`config.mk`:
```
export PLATFORM = sky130hd
export DESIGN_NAME = lsu_seq_ctrl
export DESIGN_NICKNAME = d
export VERILOG_FILES = /design/src/rtl/lsu_seq_ctrl.sv
export SDC_FILE = /design/constraint.sdc
export NUM_CORES = 1
export LEC_CHECK = 0
export ABC_CLOCK_PERIOD_IN_PS = 5400
export BUFFER_PORTS_ARGS = -buffer_cell sky130_fd_sc_hd__buf_4
export CAP_MARGIN = 20
export CORE_MARGIN = 2
export CORE_UTILIZATION = 45
export CTS_CLUSTER_SIZE = 8
export DETAILED_ROUTE_END_ITERATION = 16
export PLACE_DENSITY = 0.72
export SLEW_MARGIN = 20
export SYNTH_ARGS = -nofsm -noshare
export SYNTH_HDL_FRONTEND = slang
export SYNTH_SLANG_ARGS = --single-unit
export TNS_END_PERCENT = 5
```
`constraint.sdc`:
```
create_clock -name clk -period 5.4 [get_ports clk]
set_input_delay 0.54 -clock clk [delete_from_list [all_inputs] [get_ports clk]]
set_output_delay 0.54 -clock clk [all_outputs]
set_load 0.05 [all_outputs]
```
`src/rtl/lsu_seq_ctrl.sv`:
```
// Multi-cycle load/store sequencer: reads base/data registers, forms the word
// address, runs the data-memory request/ready handshake and writes back loads.
//
// state  | meaning
// IDLE   | waiting for start; all outputs low
// READ   | register-file read addresses driven, base/store data captured
// ADDR   | address formed; odd address aborts
// REQ    | mem_req held until mem_ready or timeout
// WB     | one-cycle register-file write of load data
// DONE   | one-cycle done pulse
// ERR    | one-cycle done+err pulse (misaligned or timeout)
module lsu_seq_ctrl #(
  parameter int unsigned TIMEOUT = 15
) (
  input  logic        clk,
  input  logic        rst_n,
  input  logic        start,
  input  logic [15:0] instr,
  input  logic        is_store,
  output logic [3:0]  rf_raddr_p,
  output logic [3:0]  rf_raddr_d,
  input  logic [15:0] rf_rdata_p,
  input  logic [15:0] rf_rdata_d,
  output logic        mem_req,
  output logic        mem_we,
  output logic [15:0] mem_addr,
  output logic [15:0] mem_wdata,
  input  logic        mem_ready,
  input  logic [15:0] mem_rdata,
  output logic        rf_we,
  output logic [3:0]  rf_waddr,
  output logic [15:0] rf_wdata,
  output logic        busy,
  output logic        done,
  output logic        err
);

  typedef enum logic [2:0] {
    S_IDLE, S_READ, S_ADDR, S_REQ, S_WB, S_DONE, S_ERR
  } state_t;

  state_t      state, state_nx;
  logic [15:0] instr_q;
  logic        store_q;
  logic [15:0] base_q;
  logic [15:0] sdata_q;
  logic [15:0] addr_q;
  logic [15:0] rdata_q;
  logic [7:0]  cnt_q;

  logic [15:0] off;
  logic [15:0] addr_sum;
  logic        req_last;

  // Offset is in words; shift to bytes and let the sum wrap modulo 2^16.
  assign off      = {{7{instr_q[7]}}, instr_q[7:0], 1'b0};
  assign addr_sum = base_q + off;
  assign req_last = (cnt_q == 8'(TIMEOUT - 1));

  always_ff @(posedge clk) begin
    if (!rst_n) state <= S_IDLE;
    else        state <= state_nx;
  end

  always_ff @(posedge clk) begin
    if (!rst_n) begin
      instr_q <= '0;
      store_q <= 1'b0;
      base_q  <= '0;
      sdata_q <= '0;
      addr_q  <= '0;
      rdata_q <= '0;
      cnt_q   <= '0;
    end else begin
      case (state)
        S_IDLE: begin
          if (start) begin
            instr_q <= instr;
            store_q <= is_store;
          end
        end
        S_READ: begin
          base_q  <= rf_rdata_p;
          sdata_q <= rf_rdata_d;
        end
        S_ADDR: begin
          addr_q <= addr_sum;
          cnt_q  <= '0;
        end
        S_REQ: begin
          if (mem_ready) begin
            if (!store_q) rdata_q <= mem_rdata;
          end else begin
            cnt_q <= cnt_q + 8'd1;
          end
        end
        default: ;
      endcase
    end
  end

  always_comb begin
    state_nx = state;
    case (state)
      S_IDLE: if (start) state_nx = S_READ;
      S_READ: state_nx = S_ADDR;
      S_ADDR: state_nx = addr_sum[0] ? S_ERR : S_REQ;
      S_REQ: begin
        // A ready arriving on the last allowed cycle still completes.
        if (mem_ready)     state_nx = store_q ? S_DONE : S_WB;
        else if (req_last) state_nx = S_ERR;
      end
      S_WB:    state_nx = S_DONE;
      S_DONE:  state_nx = S_IDLE;
      S_ERR:   state_nx = S_IDLE;
      default: state_nx = S_IDLE;
    endcase
  end

  always_comb begin
    busy       = (state != S_IDLE);
    rf_raddr_p = busy ? {2'b10, instr_q[9:8]} : 4'd0;
    rf_raddr_d = busy ? {2'b11, instr_q[11:10]} : 4'd0;
    mem_req    = (state == S_REQ);
    mem_we     = mem_req && store_q;
    mem_addr   = mem_req ? addr_q : 16'd0;
    mem_wdata  = mem_we ? sdata_q : 16'd0;
    rf_we      = (state == S_WB);
    rf_waddr   = rf_we ? {2'b11, instr_q[11:10]} : 4'd0;
    rf_wdata   = rf_we ? rdata_q : 16'd0;
    done       = (state == S_DONE) || (state == S_ERR);
    err        = (state == S_ERR);
  end

endmodule

```
==> summary.md, run 1 <==
| Metric | Value |
|---|---|
| Status | completed |
| Maximum vdd ir drop | 208 uV |
| Die X | 102 um |
| RSZ-0062 raised after global routing | no |
| Remaining global-route overflow | 0 |
| Drt total wl | 10.8 mm |
| CP Launch Type | flop |
| Final setup margin | 2.60 ns |
| Global placer's final weighted congestion | 0.893 |
| Hold Path Depth | 3 |
| Sequential element share of the synthesized area | 40.6% |
| Synth area leader | dfxtp_1 |
| Mapped Nets | 648 |
| CP max-delay cell | nor2_1 |
| Die Y-Extent | 102 um |
| Hold Buf Count CTS | 0 |
| Ordered list of cells on the worst path | nor2_1 -> and2_1 -> buf_4 |
| Clk sinks | 88 |
| Crit. End Element | output pin |
| Yosys reg bits | 88 |
| Cell Pwr Density | 304 nW/um2 |
| Fmax | 358 MHz |
| CTS Buf Count | 9 |
| CP Data Arrival Time | 2.26 ns |
| Root buffer cell | clkbuf_8 |
| Top_reg_cell synth | dfxtp_1 |
| CTS Buffer Depth | 2 |
| Tcrit/Tclk final | 51.8% |
| Tmin final | 2.80 ns |
| H-tree depth | 3 |
| Antenna Nets Post-Route | 0 |
| TritonCTS clock tree | built |
| Site Rows | 35 |
| Antenna violations before repair | 0 |
| Diodes inserted | 0 |
| Residual DRC | 0 |
| Global Route Usage Sum | 20.6% |
| Final Hold Fails | 0 |
| Async S/R FF share, synth | 0% |
| TNS Setup | 0 ns |
| Post-CTS Setup Inserts | 0 |
| Vias in the first global route | 3701 |
| Min-Delay Path Class | in -> reg |
| R2R setup slack | 2.98 ns |
| Core area | 9280 um2 |
| Layout cells sized above 1 | 24.4% |
| Pins Over Slew Limit | 0 |
| Final setup fails | 0 |
| Num ports | 135 |
| Wire per inst | 13.6 um |
| Initial core utilization | 46.8% |
| Post-DP HPWL | 7.79 mm |
| Critical Path RT | 4.86 ns |
| Syn Inst Count | 562 |
| Slew headroom | 24.9% |
| Largest net degree at the start of global routing | 64 |
| Worst Tran Pin Value | 1.12 ns |
| Max-Cap Viols | 0 |
| Synth cell types | 54 |
| Post-synth EDFFs | 0 |
| Crit Path Class | reg -> out |
| First-pass GRT wire length | 17.1 mm |
| Worst Skew | 0.0144 ns |
| Mean area per synthesized cell | 7.72 um2 |
| Crit Path Max Fanout | 21 |
| Die area | 10400 um2 |
| Yosys warns | 0 |
| Worst path max stage delay | 0.91 ns |
| Layout area overhead | 26.9% |
| Worst-Skew Late Latency | 0.36 ns |
| Leak | 2.47 nW |
| Number of vias per cell | 5.14 |
| Clock-pin slew on the worst setup and hold paths | 0.10 ns |
| Post-CTS resize count | 0 |
| Placement Setup Slack | 2.75 ns |
| DR iter-0 viols | 204 |
| Detailed Routing Iterations Pass 1 | 4 |
| Synth top area share | 40.6% |
| DR vias | 4093 |
| Cell area after synthesis | 4340 um2 |
| # nets final | 749 |
| Largest cells by area after synthesis | dfxtp_1 41%, nand2_1 13%, a21oi_1 9.7% |
| R2R cell count | 4 |
| Port bufs | 129 |
synthesized netlist by cell type, types with 2 or more instances:
master	n
nor4_1	3
inv_1	5
nand4_1	4
o21ai_1	2
nor2b_1	4
buf_4	9
or4_1	2
a211oi_1	2
a21oi_2	2
a22oi_1	2
nand3_1	7
o21ai_0	13
or3_1	5
nor2_1	18
o21a_1	3
nor3b_1	2
nor3_1	2
and2_1	24
a21oi_1	84
ha_1	16
dfxtp_1	88
nand2b_1	2
o31ai_1	2
clkbuf_1	25
and3_1	36
xnor2_1	2
nand2_1	150
buf_2	6
buf_6	2
o22ai_1	4
xor2_1	12
a21o_1	2
report_power, final:
part,internal (mW),switching (mW),total [mW]
registers,0.707,0.0490,0.756
clock network,0.243,0.240,0.483
logic,0.150,0.284,0.434
worst max-delay path: cells and delay by family (launching register included):
kind          cells  cell delay (ns)
flops             1             0.44
simple gates      2             1.24
buf+inv           1             0.23
per-layer routing:
| layer | up-vias | wire [um] | GRT usage (%) |
|---|---|---|---|
| met5 | - | 0 | 0 |
| li1 | 2102 | - | - |
| met3 | 13 | 600 | 4.04 |
| met1 | 1865 | 4910 | 27.2 |
| met2 | 113 | 5140 | 33.6 |
| met4 | 0 | 155 | 7.79 |
final timing paths:
kind	startpoint	to
worst max-delay path	state[0]	rf_waddr[2]
worst min-delay path	rf_rdata_p[14]	base_q[14]
worst max register to register	state[2]	addr_q[10]
worst min register to register	addr_q[6]	addr_q[6]
cell families after synthesis:
family | after synthesis | share of synthesized area (%)
AOI/OAI and AO/OA | 126 | 16.4
adders and majority gates | 17 | 5.07
and+or+nand+nor | 268 | 29.3
other | 1 | 0.0864
muxes | 1 | 0.346
DFF | 88 | 40.6
xor gates and xnor gates | 14 | 2.83
buffers and inverters | 47 | 5.36
final cells by class:
type / count / area [um2]
inverter: 5 / 18.8
clock inverter: 5 / 63.8
fill: 870 / 3780
multi-input combinational: 427 / 2360
tap: 129 / 161
clock buffer: 11 / 151
timing repair buffer: 132 / 991
sequential: 88 / 1760
flip-flops by register name, summed over array words and instances, names as in the netlist:
signal   count
addr_q      16
base_q      16
cnt_q        8
instr_q     12
rdata_q     16
sdata_q     16
state        3
store_q      1
layout by cell type, fill, tap and decap left out, types with 3 or more instances in the layout:
cell type / synthesis / final
a21oi_1: 84 / 84
and2_1: 24 / 24
and3_1: 36 / 36
buf_4: 9 / 132
clkbuf_8: 0 / 11
dfxtp_1: 88 / 88
ha_1: 16 / 16
inv_1: 5 / 4
nand2_1: 150 / 150
nand3_1: 7 / 7
nand4_1: 4 / 4
nor2_1: 18 / 17
nor2b_1: 4 / 4
nor4_1: 3 / 3
o21a_1: 3 / 3
o21ai_0: 13 / 13
o22ai_1: 4 / 4
or3_1: 5 / 5
xor2_1: 12 / 12
per-stage QoR:
step / instance area [um2] / cells / power (mW) / utilization, % / hold WS [ns]
after floorplan: 4340 / 562 / 1.10 / - / 0.417
after global placement: 5290 / 781 / 1.19 / 56.9 / 0.436
after detailed placement: 5290 / 781 / 1.20 / 56.9 / 0.440
after CTS: 5500 / 797 / 1.68 / 59.3 / 0.408
after global routing: 5510 / 797 / 1.77 / 59.3 / 0.409
final: 5510 / 797 / 1.67 / 59.3 / 0.420
(Power assumes the default switching activity.)
==> inputs of run 2 (changes only) <==
--- a/config.mk
+++ b/config.mk
@@ -5,14 +5,15 @@
 export SDC_FILE = /design/constraint.sdc
 export NUM_CORES = 1
 export LEC_CHECK = 0
-export ABC_CLOCK_PERIOD_IN_PS = 5400
+export ABC_AREA = 1
+export ABC_CLOCK_PERIOD_IN_PS = 2300
 export BUFFER_PORTS_ARGS = -buffer_cell sky130_fd_sc_hd__buf_4
 export CAP_MARGIN = 20
 export CORE_MARGIN = 2
 export CORE_UTILIZATION = 45
 export CTS_CLUSTER_SIZE = 8
 export DETAILED_ROUTE_END_ITERATION = 16
-export PLACE_DENSITY = 0.72
+export PLACE_DENSITY = 0.74
 export SLEW_MARGIN = 20
 export SYNTH_ARGS = -nofsm -noshare
 export SYNTH_HDL_FRONTEND = slang
==> constraint.sdc (replaced) <==
create_clock -name clk -period 2.3 [get_ports clk]
set_input_delay 0.23 -clock clk [delete_from_list [all_inputs] [get_ports clk]]
set_output_delay 0.23 -clock clk [all_outputs]
set_load 0.05 [all_outputs]
==> summary.md, run 2 <==
| Metric | Value |
|---|---|
| Antenna violations before repair | 0 (unchanged) |
| Synth cell types | 30 (-44%) |
| Crit Path Max Fanout | 16 (-24%) |
| Site Rows | 36 (+2.9%) |
| Core area | 9730 um2 (+4.8%) |
| Cell Pwr Density | 880 nW/um2 (+190%) |
| Synth top cells by count | 129 x inv_1, 98 x nand2_1, 93 x a21oi_1 |
| Worst Tran Pin Value | 0.559 ns (-0.563 ns) |
| Wire per inst | 12.1 um (-11%) |
| Global Route Usage Sum | 20.8% (+0.24 points) |
| Switch Pwr | 2.05 mW (+260%) |
| Residual DRC | 0 (unchanged) |
| Critical R2R Capture | instr_q[11] |
| Die X | 104 um (+1.8%) |
| DR iter-0 viols | 152 (-25%) |
| Final Hold Fails | 0 (unchanged) |
| R2R setup slack | 0.47 ns (-2.51 ns) |
| Crit. End Element | output pin |
| Leak | 2.74 nW (+11%) |
| Slew headroom | 62.7% (+38 points) |
| Clk sinks | 88 (unchanged) |
| TritonCTS clock tree | built |
| Area of placed instances | 5600 um2 (+5.8%) |
| Cell area after synthesis | 4510 um2 (+3.9%) |
| Finished Cell Area | 5800 um2 (+5.4%) |
| Mean area per synthesized cell | 6.72 um2 (-13%) |
| Layout area overhead | 28.8% |
| CP Launch Type | flop |
| Drt total wl | 11.2 mm (+3.6%) |
| Yosys reg bits | 88 (unchanged) |
| Hold Buf Count CTS | 0 (unchanged) |
| Sw frac | 40.2% (+5.9 points) |
| Crit Path Class | reg -> out |
| Tmin final | 2.10 ns |
| H-tree depth | 3 (unchanged) |
| RSZ-0062 raised after global routing | no |
| Async S/R FF share, synth | 0% (unchanged) |
| Final setup fails | 0 (unchanged) |
| # nets final | 874 (+17%) |
| Clock share of power | 20.3% (-8.5 points) |
| Clock-pin slew on the worst setup and hold paths | 0.09 ns (about the same) |
| WHS Endpoint | rdata_q[13] |
| Worst-Skew Late Latency | 0.35 ns (about the same) |
| Status | completed |
| Cell with the most instances after synthesis | inv_1 |
| Port bufs | 129 (unchanged) |
| Top_reg_cell synth | dfxtp_1 |
| Reg power frac | 39.9% (-5.3 points) |
| Sequential element share of the synthesized area | 39.1% (-1.5 points) |
| Antenna Nets Post-Route | 0 (unchanged) |
| Diodes inserted | 0 (unchanged) |
| Hold Path Depth | 3 (unchanged) |
| Largest cells by area after synthesis | dfxtp_1 39%, inv_1 11%, a21oi_1 10% |
| Initial core utilization | 46.3% (-0.42 points) |
| Fmax | 475 MHz |
| Post-DP HPWL | 8.61 mm (+10%) |
| Detailed Routing Iterations Pass 1 | 4 (unchanged) |
| Post-synth EDFFs | 0 (unchanged) |
| Tcrit/Tclk final | 91.4% |
| Pins Over Slew Limit | 0 (unchanged) |
| # fillers | 948 (+9.0%) |
| Largest net degree at the start of global routing | 41 (-36%) |
| CP Data Arrival Time | 1.87 ns (-0.39 ns) |
| Die Y-Extent | 104 um (+1.8%) |
| First-pass GRT wire length | 18.6 mm (+8.8%) |
| Final Util | 59.7% (+0.35 points) |
| Number of vias per cell | 4.67 (-9.1%) |
| Commonest non-fill, non-tap cell in the layout | buf_4 |
| Die area | 10800 um2 (+3.7%) |
| CTS Buffer Depth | 2 (unchanged) |
| Hold_sp | mem_rdata[13] |
| R2R cell count | 6 (+2) |
| Maximum vdd ir drop | 468 uV (+130%) |
| Syn Inst Count | 671 (+19%) |
| Root buffer cell | clkbuf_8 |
| DR vias | 4318 (+5.5%) |
| Worst Skew | 0.0107 ns (-0.00369 ns) |
| Synth top area share | 39.1% (-1.5 points) |
| Internal Pwr Total | 3.06 mW (+180%) |
| FF-to-FF Start | state[0] |
| Min-Delay Path Class | in -> reg |
| Remaining global-route overflow | 0 (unchanged) |
| Max-Cap Viols | 0 (unchanged) |
| Synth area leader | dfxtp_1 |
| Yosys warns | 0 (unchanged) |
| CTS Buf Count | 9 (unchanged) |
| Num ports | 135 (unchanged) |
| Global placer's final weighted congestion | 0.846 (-5.2%) |
| Layout cells sized above 1 | 22.7% (-1.7 points) |
| Mapped Nets | 757 (+17%) |
| Critical Path RT | 2.07 ns (-2.79 ns) |
| Vias in the first global route | 3983 (+7.6%) |
| Logic pwr share | 39.9% (+14 points) |
| Most frequent cells in the layout | 136 x buf_4, 128 x inv_1, 98 x nand2_1 |
[run 2: cell count changes in the layout (fill, tap and decap cells not counted), moves of 12 or more]
cell     previous run  this run
nor2_1             17        64
nor2_2              0        12
and2_1             24         0
o21ai_0            13        63
nand2_1           150        98
inv_1               4       128
and3_1             36         0
nand3_1             7        33
[run 2: worst max path at each step]
| stage | start | end | slack, ns | cells after the start |
|---|---|---|---|---|
| finish | state[0] | mem_wdata[4] | 0.20 | 8 |
| global placement | state[0] | mem_wdata[1] | 0.44 | 7 |
| detailed placement | state[0] | mem_wdata[4] | 0.36 | 7 |
| global route | state[0] | mem_wdata[3] | 0.05 | 8 |
| floorplan | state[0] | mem_wdata[0] | -0.12 | 6 |
| CTS | state[0] | mem_wdata[4] | 0.08 | 8 |
[run 2: cell families (layout without fill, tap and decap cells)]
| kind of cell | after synthesis | count (layout) | synth area share [%] |
|---|---|---|---|
| flops | 88 | 88 | 39.1 |
| xor+xnor | 7 | 7 | 1.36 |
| compound gates | 161 | 161 | 18.1 |
| fa+ha+maj | 17 | 17 | 4.88 |
| buf+inv | 166 | 287 | 14.5 |
| simple gates | 231 | 231 | 22.0 |
| other cells | 1 | 1 | 0.0832 |
[run 2: area by class of cell]
class / instances / area, um2 / share of cell area, %
Sequential cell: 88 / 1760 / 30.4
Clock buffer: 10 / 128 / 2.20
Inverter: 134 / 507 / 8.73
Clock inverter: 5 / 56.3 / 0.970
Timing Repair Buffer: 138 / 1060 / 18.3
Multi-Input combinational cell: 417 / 2120 / 36.6
Tap cell: 133 / 166 / 2.87
[run 2: what timing repair did]
item,CTS,global route
gates cloned,0,0
setup buffers,1,0
gates resized for setup,1,1
setup endpoints to repair,13,10
[run 2: power by group through the flow]
stage | sequential (mW) | combinational, mW | clock, mW
floorplan | 2.02 | 1.54 | 0
global route | 2.07 | 2.29 | 1.14
global placement | 2.05 | 1.99 | 0
CTS | 2.03 | 2.05 | 1.07
finish | 2.03 | 2.04 | 1.04
detailed placement | 2.07 | 2.03 | 0
[run 2: worst max-delay path: stages (launching register included)]
cell and delay, ns:
dfxtp_2 0.40, nand2_1 0.11, nor2_4 0.19, inv_2 0.08
nor2_4 0.14, clkinvlp_4 0.12, buf_12 0.16, nor2_1 0.10
buf_4 0.20
[run 2: metrics by stage]
| stage | cells | hold slack (ns) | total power, mW | setup WS, ns | setup TNS [ns] |
|---|---|---|---|---|---|
| 2_1_floorplan | 671 | 0.394 | 3.56 | -0.116 | -2.40 |
| 4_1_cts | 925 | 0.133 | 5.15 | 0.0817 | 0 |
| 3_5_place_dp | 909 | 0.444 | 4.10 | 0.359 | 0 |
| 6_report | 925 | 0.155 | 5.11 | 0.197 | 0 |
| 3_3_place_gp | 909 | 0.437 | 4.04 | 0.439 | 0 |
| 5_1_grt | 925 | 0.142 | 5.50 | 0.0497 | 0 |
[run 2: per-layer routing]
metal / up-vias / global-route usage, % / share of wire, %
li1: 2332 / - / -
met1: 1896 / 27.9 / 47
met2: 84 / 33.0 / 46
met3: 6 / 5.58 / 5.7
met4: 0 / 6.08 / 0.89
met5: - / 0 / 0
